===== src/rtl/pipe_stage_reg_if.sv =====
// rtl/pipe_stage_reg_if.sv - handshake and payload signals between two pipeline stages
interface pipe_stage_reg_if #(
    parameter int CTRL_W = 4,
    parameter int DATA_W = 16,
    parameter int REG_W  = 4
);
    logic              in_valid;
    logic              in_ready;
    logic [CTRL_W-1:0] in_ctrl;
    logic [DATA_W-1:0] in_data;
    logic [REG_W-1:0]  in_rd;

    logic              out_valid;
    logic              out_ready;
    logic [CTRL_W-1:0] out_ctrl;
    logic [DATA_W-1:0] out_data;
    logic [REG_W-1:0]  out_rd;

    // Surrounding stages: drive the upstream entry and the downstream ready
    modport master (
        output in_valid, in_ctrl, in_data, in_rd, out_ready,
        input  in_ready, out_valid, out_ctrl, out_data, out_rd
    );

    // The stage register itself
    modport slave (
        input  in_valid, in_ctrl, in_data, in_rd, out_ready,
        output in_ready, out_valid, out_ctrl, out_data, out_rd
    );
endinterface


===== src/rtl/pipe_stage_reg.sv =====
// rtl/pipe_stage_reg.sv - inter-stage pipeline register with skid buffer, flush and stall counter
module pipe_stage_reg #(
    parameter int CTRL_W = 4,
    parameter int DATA_W = 16,
    parameter int REG_W  = 4,
    parameter int CNT_W  = 16
) (
    input  logic             clk,
    input  logic             rst_n,
    input  logic             flush,
    pipe_stage_reg_if.slave  bus,
    output logic [CNT_W-1:0] stall_cnt
);
    typedef enum logic [1:0] {
        EMPTY = 2'd0,
        ONE   = 2'd1,
        FULL  = 2'd2
    } state_t;

    state_t            state_q, state_d;

    logic [CTRL_W-1:0] main_ctrl_q, main_ctrl_d;
    logic [DATA_W-1:0] main_data_q, main_data_d;
    logic [REG_W-1:0]  main_rd_q,   main_rd_d;

    logic [CTRL_W-1:0] skid_ctrl_q, skid_ctrl_d;
    logic [DATA_W-1:0] skid_data_q, skid_data_d;
    logic [REG_W-1:0]  skid_rd_q,   skid_rd_d;

    logic              out_valid_q;
    logic              in_ready_q;
    logic [CNT_W-1:0]  stall_cnt_q, stall_cnt_d;

    logic              acc;
    logic              deq;
    logic              stalled;

    assign acc     = bus.in_valid & in_ready_q;
    assign deq     = out_valid_q & bus.out_ready;
    assign stalled = out_valid_q & ~bus.out_ready;

    // Next-state for the main/skid entries; flush overrides any accept
    always_comb begin
        state_d     = state_q;
        main_ctrl_d = main_ctrl_q;
        main_data_d = main_data_q;
        main_rd_d   = main_rd_q;
        skid_ctrl_d = skid_ctrl_q;
        skid_data_d = skid_data_q;
        skid_rd_d   = skid_rd_q;

        if (flush) begin
            state_d     = EMPTY;
            main_ctrl_d = '0;
            skid_ctrl_d = '0;
        end else begin
            unique case (state_q)
                EMPTY: begin
                    if (acc) begin
                        state_d     = ONE;
                        main_ctrl_d = bus.in_ctrl;
                        main_data_d = bus.in_data;
                        main_rd_d   = bus.in_rd;
                    end
                end
                ONE: begin
                    if (acc && deq) begin
                        main_ctrl_d = bus.in_ctrl;
                        main_data_d = bus.in_data;
                        main_rd_d   = bus.in_rd;
                    end else if (acc) begin
                        state_d     = FULL;
                        skid_ctrl_d = bus.in_ctrl;
                        skid_data_d = bus.in_data;
                        skid_rd_d   = bus.in_rd;
                    end else if (deq) begin
                        state_d = EMPTY;
                    end
                end
                FULL: begin
                    if (deq) begin
                        state_d     = ONE;
                        main_ctrl_d = skid_ctrl_q;
                        main_data_d = skid_data_q;
                        main_rd_d   = skid_rd_q;
                    end
                end
                default: begin
                    state_d     = EMPTY;
                    main_ctrl_d = '0;
                    skid_ctrl_d = '0;
                end
            endcase
        end
    end

    // Saturating count of cycles the downstream stage held off a valid entry
    always_comb begin
        stall_cnt_d = stall_cnt_q;
        if (stalled && (stall_cnt_q != {CNT_W{1'b1}})) begin
            stall_cnt_d = stall_cnt_q + 1'b1;
        end
    end

    // State, payload and handshake flags; ready/valid are registered decodes of the next state
    always_ff @(posedge clk or negedge rst_n) begin
        if (!rst_n) begin
            state_q     <= EMPTY;
            main_ctrl_q <= '0;
            main_data_q <= '0;
            main_rd_q   <= '0;
            skid_ctrl_q <= '0;
            skid_data_q <= '0;
            skid_rd_q   <= '0;
            out_valid_q <= 1'b0;
            in_ready_q  <= 1'b1;
            stall_cnt_q <= '0;
        end else begin
            state_q     <= state_d;
            main_ctrl_q <= main_ctrl_d;
            main_data_q <= main_data_d;
            main_rd_q   <= main_rd_d;
            skid_ctrl_q <= skid_ctrl_d;
            skid_data_q <= skid_data_d;
            skid_rd_q   <= skid_rd_d;
            out_valid_q <= (state_d != EMPTY);
            in_ready_q  <= (state_d != FULL);
            stall_cnt_q <= stall_cnt_d;
        end
    end

    // Bubbles carry zero control so they can never write registers or memory
    assign bus.out_valid = out_valid_q;
    assign bus.out_ctrl  = main_ctrl_q & {CTRL_W{out_valid_q}};
    assign bus.out_data  = main_data_q;
    assign bus.out_rd    = main_rd_q;
    assign bus.in_ready  = in_ready_q;
    assign stall_cnt     = stall_cnt_q;
endmodule


===== src/flat_wrapper.sv =====
// flat-port wrapper written by rule: the top's interface ports become plain ports
module pipe_stage_reg_flat 
#(
    parameter int CTRL_W = 4,
    parameter int DATA_W = 16,
    parameter int REG_W  = 4,
    parameter int CNT_W  = 16
)
  (clk, rst_n, flush, stall_cnt, bus_in_valid, bus_in_ctrl, bus_in_data, bus_in_rd, bus_out_ready, bus_in_ready, bus_out_valid, bus_out_ctrl, bus_out_data, bus_out_rd);
  pipe_stage_reg_if #(.CTRL_W(CTRL_W), .DATA_W(DATA_W), .REG_W(REG_W)) bus_i ();
  input  logic clk;
  input  logic rst_n;
  input  logic flush;
  output logic [CNT_W-1:0] stall_cnt;
  input wire logic [$bits(bus_i.in_valid)-1:0] bus_in_valid;
  input wire logic [$bits(bus_i.in_ctrl)-1:0] bus_in_ctrl;
  input wire logic [$bits(bus_i.in_data)-1:0] bus_in_data;
  input wire logic [$bits(bus_i.in_rd)-1:0] bus_in_rd;
  input wire logic [$bits(bus_i.out_ready)-1:0] bus_out_ready;
  output wire logic [$bits(bus_i.in_ready)-1:0] bus_in_ready;
  output wire logic [$bits(bus_i.out_valid)-1:0] bus_out_valid;
  output wire logic [$bits(bus_i.out_ctrl)-1:0] bus_out_ctrl;
  output wire logic [$bits(bus_i.out_data)-1:0] bus_out_data;
  output wire logic [$bits(bus_i.out_rd)-1:0] bus_out_rd;
  assign bus_i.in_valid = bus_in_valid;
  assign bus_i.in_ctrl = bus_in_ctrl;
  assign bus_i.in_data = bus_in_data;
  assign bus_i.in_rd = bus_in_rd;
  assign bus_i.out_ready = bus_out_ready;
  assign bus_in_ready = bus_i.in_ready;
  assign bus_out_valid = bus_i.out_valid;
  assign bus_out_ctrl = bus_i.out_ctrl;
  assign bus_out_data = bus_i.out_data;
  assign bus_out_rd = bus_i.out_rd;
  pipe_stage_reg #(.CTRL_W(CTRL_W), .DATA_W(DATA_W), .REG_W(REG_W), .CNT_W(CNT_W)) u_core (.clk(clk), .rst_n(rst_n), .flush(flush), .bus(bus_i), .stall_cnt(stall_cnt));
endmodule

===== config.mk =====
export PLATFORM = sky130hd
export DESIGN_NAME = pipe_stage_reg_flat
export DESIGN_NICKNAME = d
export VERILOG_FILES = /design/src/rtl/pipe_stage_reg_if.sv /design/src/rtl/pipe_stage_reg.sv /design/src/flat_wrapper.sv
export SDC_FILE = /design/constraint.sdc
export NUM_CORES = 1
export LEC_CHECK = 0
export CAP_MARGIN = 20
export CORE_UTILIZATION = 30
export DETAILED_ROUTE_END_ITERATION = 8
export GPL_TIMING_DRIVEN = 0
export PLACE_DENSITY_LB_ADDON = 0.25
export SLEW_MARGIN = 30
export SYNTH_ARGS = -nofsm -noshare
export SYNTH_HDL_FRONTEND = slang
export SYNTH_SLANG_ARGS = --single-unit

===== constraint.sdc =====
create_clock -name clk -period 3.92 [get_ports clk]
set_input_delay 1.176 -clock clk [delete_from_list [all_inputs] [get_ports clk]]
set_output_delay 1.176 -clock clk [all_outputs]
set_load 0.1 [all_outputs]

# == Yosys cells after proc, flatten, opt, wreduce, memory -nomap -nowiden ==
# Index checks and enable logic that the tools add are counted.
# totals
output_inout_bits,42
input_bits,29
ff_bits,68
# classes
bitwise_logic,7
addsub,1
mux,23
eq_ne,13
n_reduce_logical,10
# ops
operator,n
2-to-1 mux 16 bit,3
case mux 16 bit (3 select lines),1
2-to-1 mux 4 bit,9
case mux 4 bit (3 select lines),2
adder 16 x 1 -> 16 bit (second input constant),1
!= test 16 bit (second input constant),1
2-to-1 mux 2 bit,6
!= test 3 x 2 -> 1 bit (second input constant),4
!= test 2 x 1 -> 1 bit (second input constant),4
case mux 4 bit (2 select lines),1
case mux 2 bit (3 select lines),1
AND reduction 3 bit,2
AND reduction 5 bit,1
bitwise AND 4 bit,1
AND reduction 4 bit,1
bitwise AND 1 bit,3
!= test 3 bit (second input constant),1
inverter 1 bit,3
nonzero test 3 bit,1
== test 2 x 1 -> 1 bit (second input constant),1
== test 2 bit (second input constant),1
logical AND 1 bit,2
logical NOT 2 bit,1
!= test 2 bit (second input constant),1
other kinds (2),2

# == Logic depth before layout (Yosys ltp) ==
# logic_depth
ltp_word,7
mapped_depth,7
depth_no_buf,5

# == Worst setup path after synthesis ==
# OpenSTA, ideal clock, no wires.
# synth_path
path_type,reg2out
startpoint,"reg u_core.out_valid_q, in the netlist u_core.bus.out_valid"
endpoint,out bus_out_ctrl[0]
stages_incl_launch_ff,2
arrival_time_ps,1890
required_ps,2744
slack_ps,854
cell_sequence,dfrtp_1 and2_1
# synth_between
elab_chain_len,1
# synth_lines
element,line_no,source
from (decl),pipe_stage_reg.sv:30,logic out_valid_q;
from (signal assigned),pipe_stage_reg.sv:126,out_valid_q <= (state_d != EMPTY);
bitwise AND 4 bit,pipe_stage_reg.sv:134,assign bus.out_ctrl = main_ctrl_q & {CTRL_W{out_valid_q}};
to (decl),flat_wrapper.sv:22,output wire logic [$bits(bus_i.out_ctrl)-1:0] bus_out_ctrl;
# Every way passes these cells.

# == Final worst setup path ==
# layout_path
startpoint,"reg u_core.out_valid_q, in the netlist u_core.bus.out_valid"
endpoint,out bus_out_ctrl[1]
# Same word-level chain as after synthesis.

==> impl_results.md <==
* CTS tree: done
* Core Area at 9950 µm²
* Top Layer Used: met4
* CP max FO at 10
* Mapped Avg Cell Area at 13.5 µm²
* Pre-antenna DRT Iters at 4
* Dominant cell type by area after synthesis: dfrtp_1
* Max Slew Vio Count at 0
* Drt total wl at 6.63 mm
* Vias post-DR at 2122
* CTS H-tree depth at 3
* WL per Instance at 14.7 µm
* Top cells by area, synth: dfrtp_1, mux2_2, xor2_1
* Die Y-Extent at 104 µm
* End point of the worst hold path: u_core.main_ctrl_q[3]
* Vias per cell at 4.71
* Resize count post-CTS at 0
* VDD IR max at 0.420 mV
* DR WL met2 at 3.11 mm
* Largest net degree at the start of global routing at 38
* Worst slew pin tran at 1000 ps
* Synthesized flop and latch total at 68
* Leakage power at 1.85 nW
* Power per standard cell area at 704 nW/µm²
* Clk Latency, worst-skew pair at 330 ps
* IO Port Bufs at 69
* R2r setup slk at 2020 ps
* CTS Sinks at 68
* Startpoint types: flop
* Post-route ant nets at 0
* Clock buffers created by TritonCTS at 9
* Met1 WL at 3.16 mm
* Req. time, crit path at 2740 ps
* Hold Path Depth at 1
* HP Class: flop to flop
* Hold Buf Count CTS at 0
* Reg2reg start: u_core.bus.in_ready
* Die area at 10900 µm²
* Max Cap Viol at 0
* Vias in the first global route at 2241
* Layout area overhead at 34.3%
* Nets@finish at 344
* Die width at 104 µm
* Crit path kind: flop to primary output
* Root buffer cell: clkbuf_8
* Grt ovf at 0
* Top cell type's share of synthesized area at 53.3%
* Worst reg2reg path depth at 5
* Syn. warnings at 0
* Setup violators final at 0
* CTS clk-pin slew, worst paths at 70 ps
* # IOs at 71
* Worst R2R End: u_core.bus.out_data[2]
* Hold path start: u_core.main_ctrl_q[3]
* RSZ-0062 raised after global routing: false
* Final period util at 85.2%
* Run status: finished, final reports clean
* Hold Slack at 499 ps
* Seq/Total Area, Yosys at 54.2%
* Met3 WL at 249 µm
* Synthesized cell area at 3140 µm²
* Final core occ at 42.4%
* Skew final at 8.01 ps
* Synth Instances at 233
* Crit end category: primary output
* Syn Nets at 263
* Fin area at 4220 µm²
* Setup TNS at 0 ps
* Detailed Place HPWL at 4.66 mm
* Antenna violations before repair at 0
* Worst path arrival time at 2160 ps
* Min Tclk post-route at 3340 ps
* Initial core utilization at 31.6%
* Final Hold Vio Count at 0
* Number of DRC markers in iteration 0 at 43
* Netlist cell types at 32
* Post-DP Area at 4020 µm²
* GRT Total Usage at 13.1%
* Layout fillers at 970
* Layout cell share with drive strength beyond 1 at 31.1%
* GP Congestion at 0.762
* Number of diodes at 0
* Worst slew margin at 33.1%
* Placement row count at 36
* First-pass GRT wire length at 11.2 mm
* Postcts setup bufs at 0
* Max Root-Sink Buffers at 2
* Maximum clock frequency at 299 MHz
* DRC at 0
## layer usage
metal,track usage [%],up-vias
met2,20.9,46
li1,-,1011
met1,17.0,1056
met5,0,-
met4,5.20,0
met3,3.07,9
## worst max-delay path by stage
stage / from / to / slack, ps
after global routing: u_core.bus.out_valid / bus_out_ctrl[0] / 470
final: u_core.bus.out_valid / bus_out_ctrl[1] / 580
after CTS: u_core.bus.out_valid / bus_out_ctrl[1] / 560
after global placement: rst_n / u_core.bus.out_data[2] / -790
after floorplan: u_core.bus.out_valid / bus_out_ctrl[0] / 850
after detailed placement: bus_in_valid / u_core.bus.out_data[9] / 850
## cells in the final DEF, fill, tap and decap left out, types with 2 or more instances in the layout
master and count:
clkdlybuf4s50_1 68, dfrtp_1 67, mux2_2 64, xor2_1 17
nand2_1 10, clkbuf_8 9, nor4_1 8, a22o_1 8
nor2_1 6, buf_2 5, buf_4 4, and2_1 4
nand3_1 4, and3_1 4, nor3_1 4, clkinv_2 4
nand2b_1 3, buf_6 3, a21oi_1 3, nand4_1 3
a221oi_1 2, nor3b_1 2, bufinv_16 2
## worst max-delay path: stages (launching register included)
cell and delay, ps:
dfrtp_1 530, and2_1 180, clkdlybuf4s50_1 1120
## per-stage QoR
step / total power [mW] / setup slack, ps / std cells
final: 2.97 / 580 / 451
after global routing: 3.11 / 471 / 451
after CTS: 3.01 / 556 / 451
after detailed placement: 2.38 / 851 / 436
after global placement: 2.36 / -793 / 435
after floorplan: 2.05 / 854 / 233
## state kept, by name (all words and copies together) (netlist names)
register / flops
u_core.stall_cnt: 16
u_core.bus.out_rd: 4
u_core.skid_ctrl_q: 4
u_core.bus.in_ready: 1
u_core.main_ctrl_q: 4
u_core.bus.out_valid: 1
u_core.bus.out_data: 16
u_core.skid_rd_q: 4
u_core.skid_data_q: 16
u_core.state_q: 2
## power breakdown
group / switching [mW] / leakage [nW] / internal, mW
registers: 0.124 / 0.851 / 0.909
clock network: 0.262 / 0.109 / 0.350
logic: 0.925 / 0.890 / 0.399
total: 1.31 / 1.85 / 1.66
## cells by family (layout without fill, tap and decap cells)
family          Yosys count  after routing  synth area share (%)
simple gates             53             53                  9.87
compound gates           18             18                  4.82
xor+xnor                 17             17                  4.74
buf+inv                  11             96                  2.59
fa+ha+maj                 1              1                 0.398
flops                    68             68                  54.2
mux                      65             65                  23.4
## cells in the mapped netlist (all sizes together)
library cell / n
dfrtp: 67
mux2: 65
xor2: 17
buf: 11
nand2: 10
nor4: 9
a22o: 8
nor2: 7
and2: 4
and3: 4
nand3: 4
nand4: 4
nor3: 4
a21oi: 3
nand2b: 3
a221oi: 2
nor3b: 2
a21boi: 1
a221o: 1
a31o: 1
dfstp: 1
ha: 1
nand4b: 1
nor4b: 1
o22a: 1
o32a: 1
## final cells by class
type / instances / area [µm²] / area share (%)
tap: 133 / 166 / 3.94
multi-input combinational: 154 / 1360 / 32.2
clock inverter: 6 / 80.1 / 1.90
timing repair buffer: 70 / 708 / 16.8
clock buffer: 9 / 124 / 2.93
buffer: 11 / 81.3 / 1.93
sequential: 68 / 1700 / 40.3
Note: power is estimated with default switching activity, not from simulation.
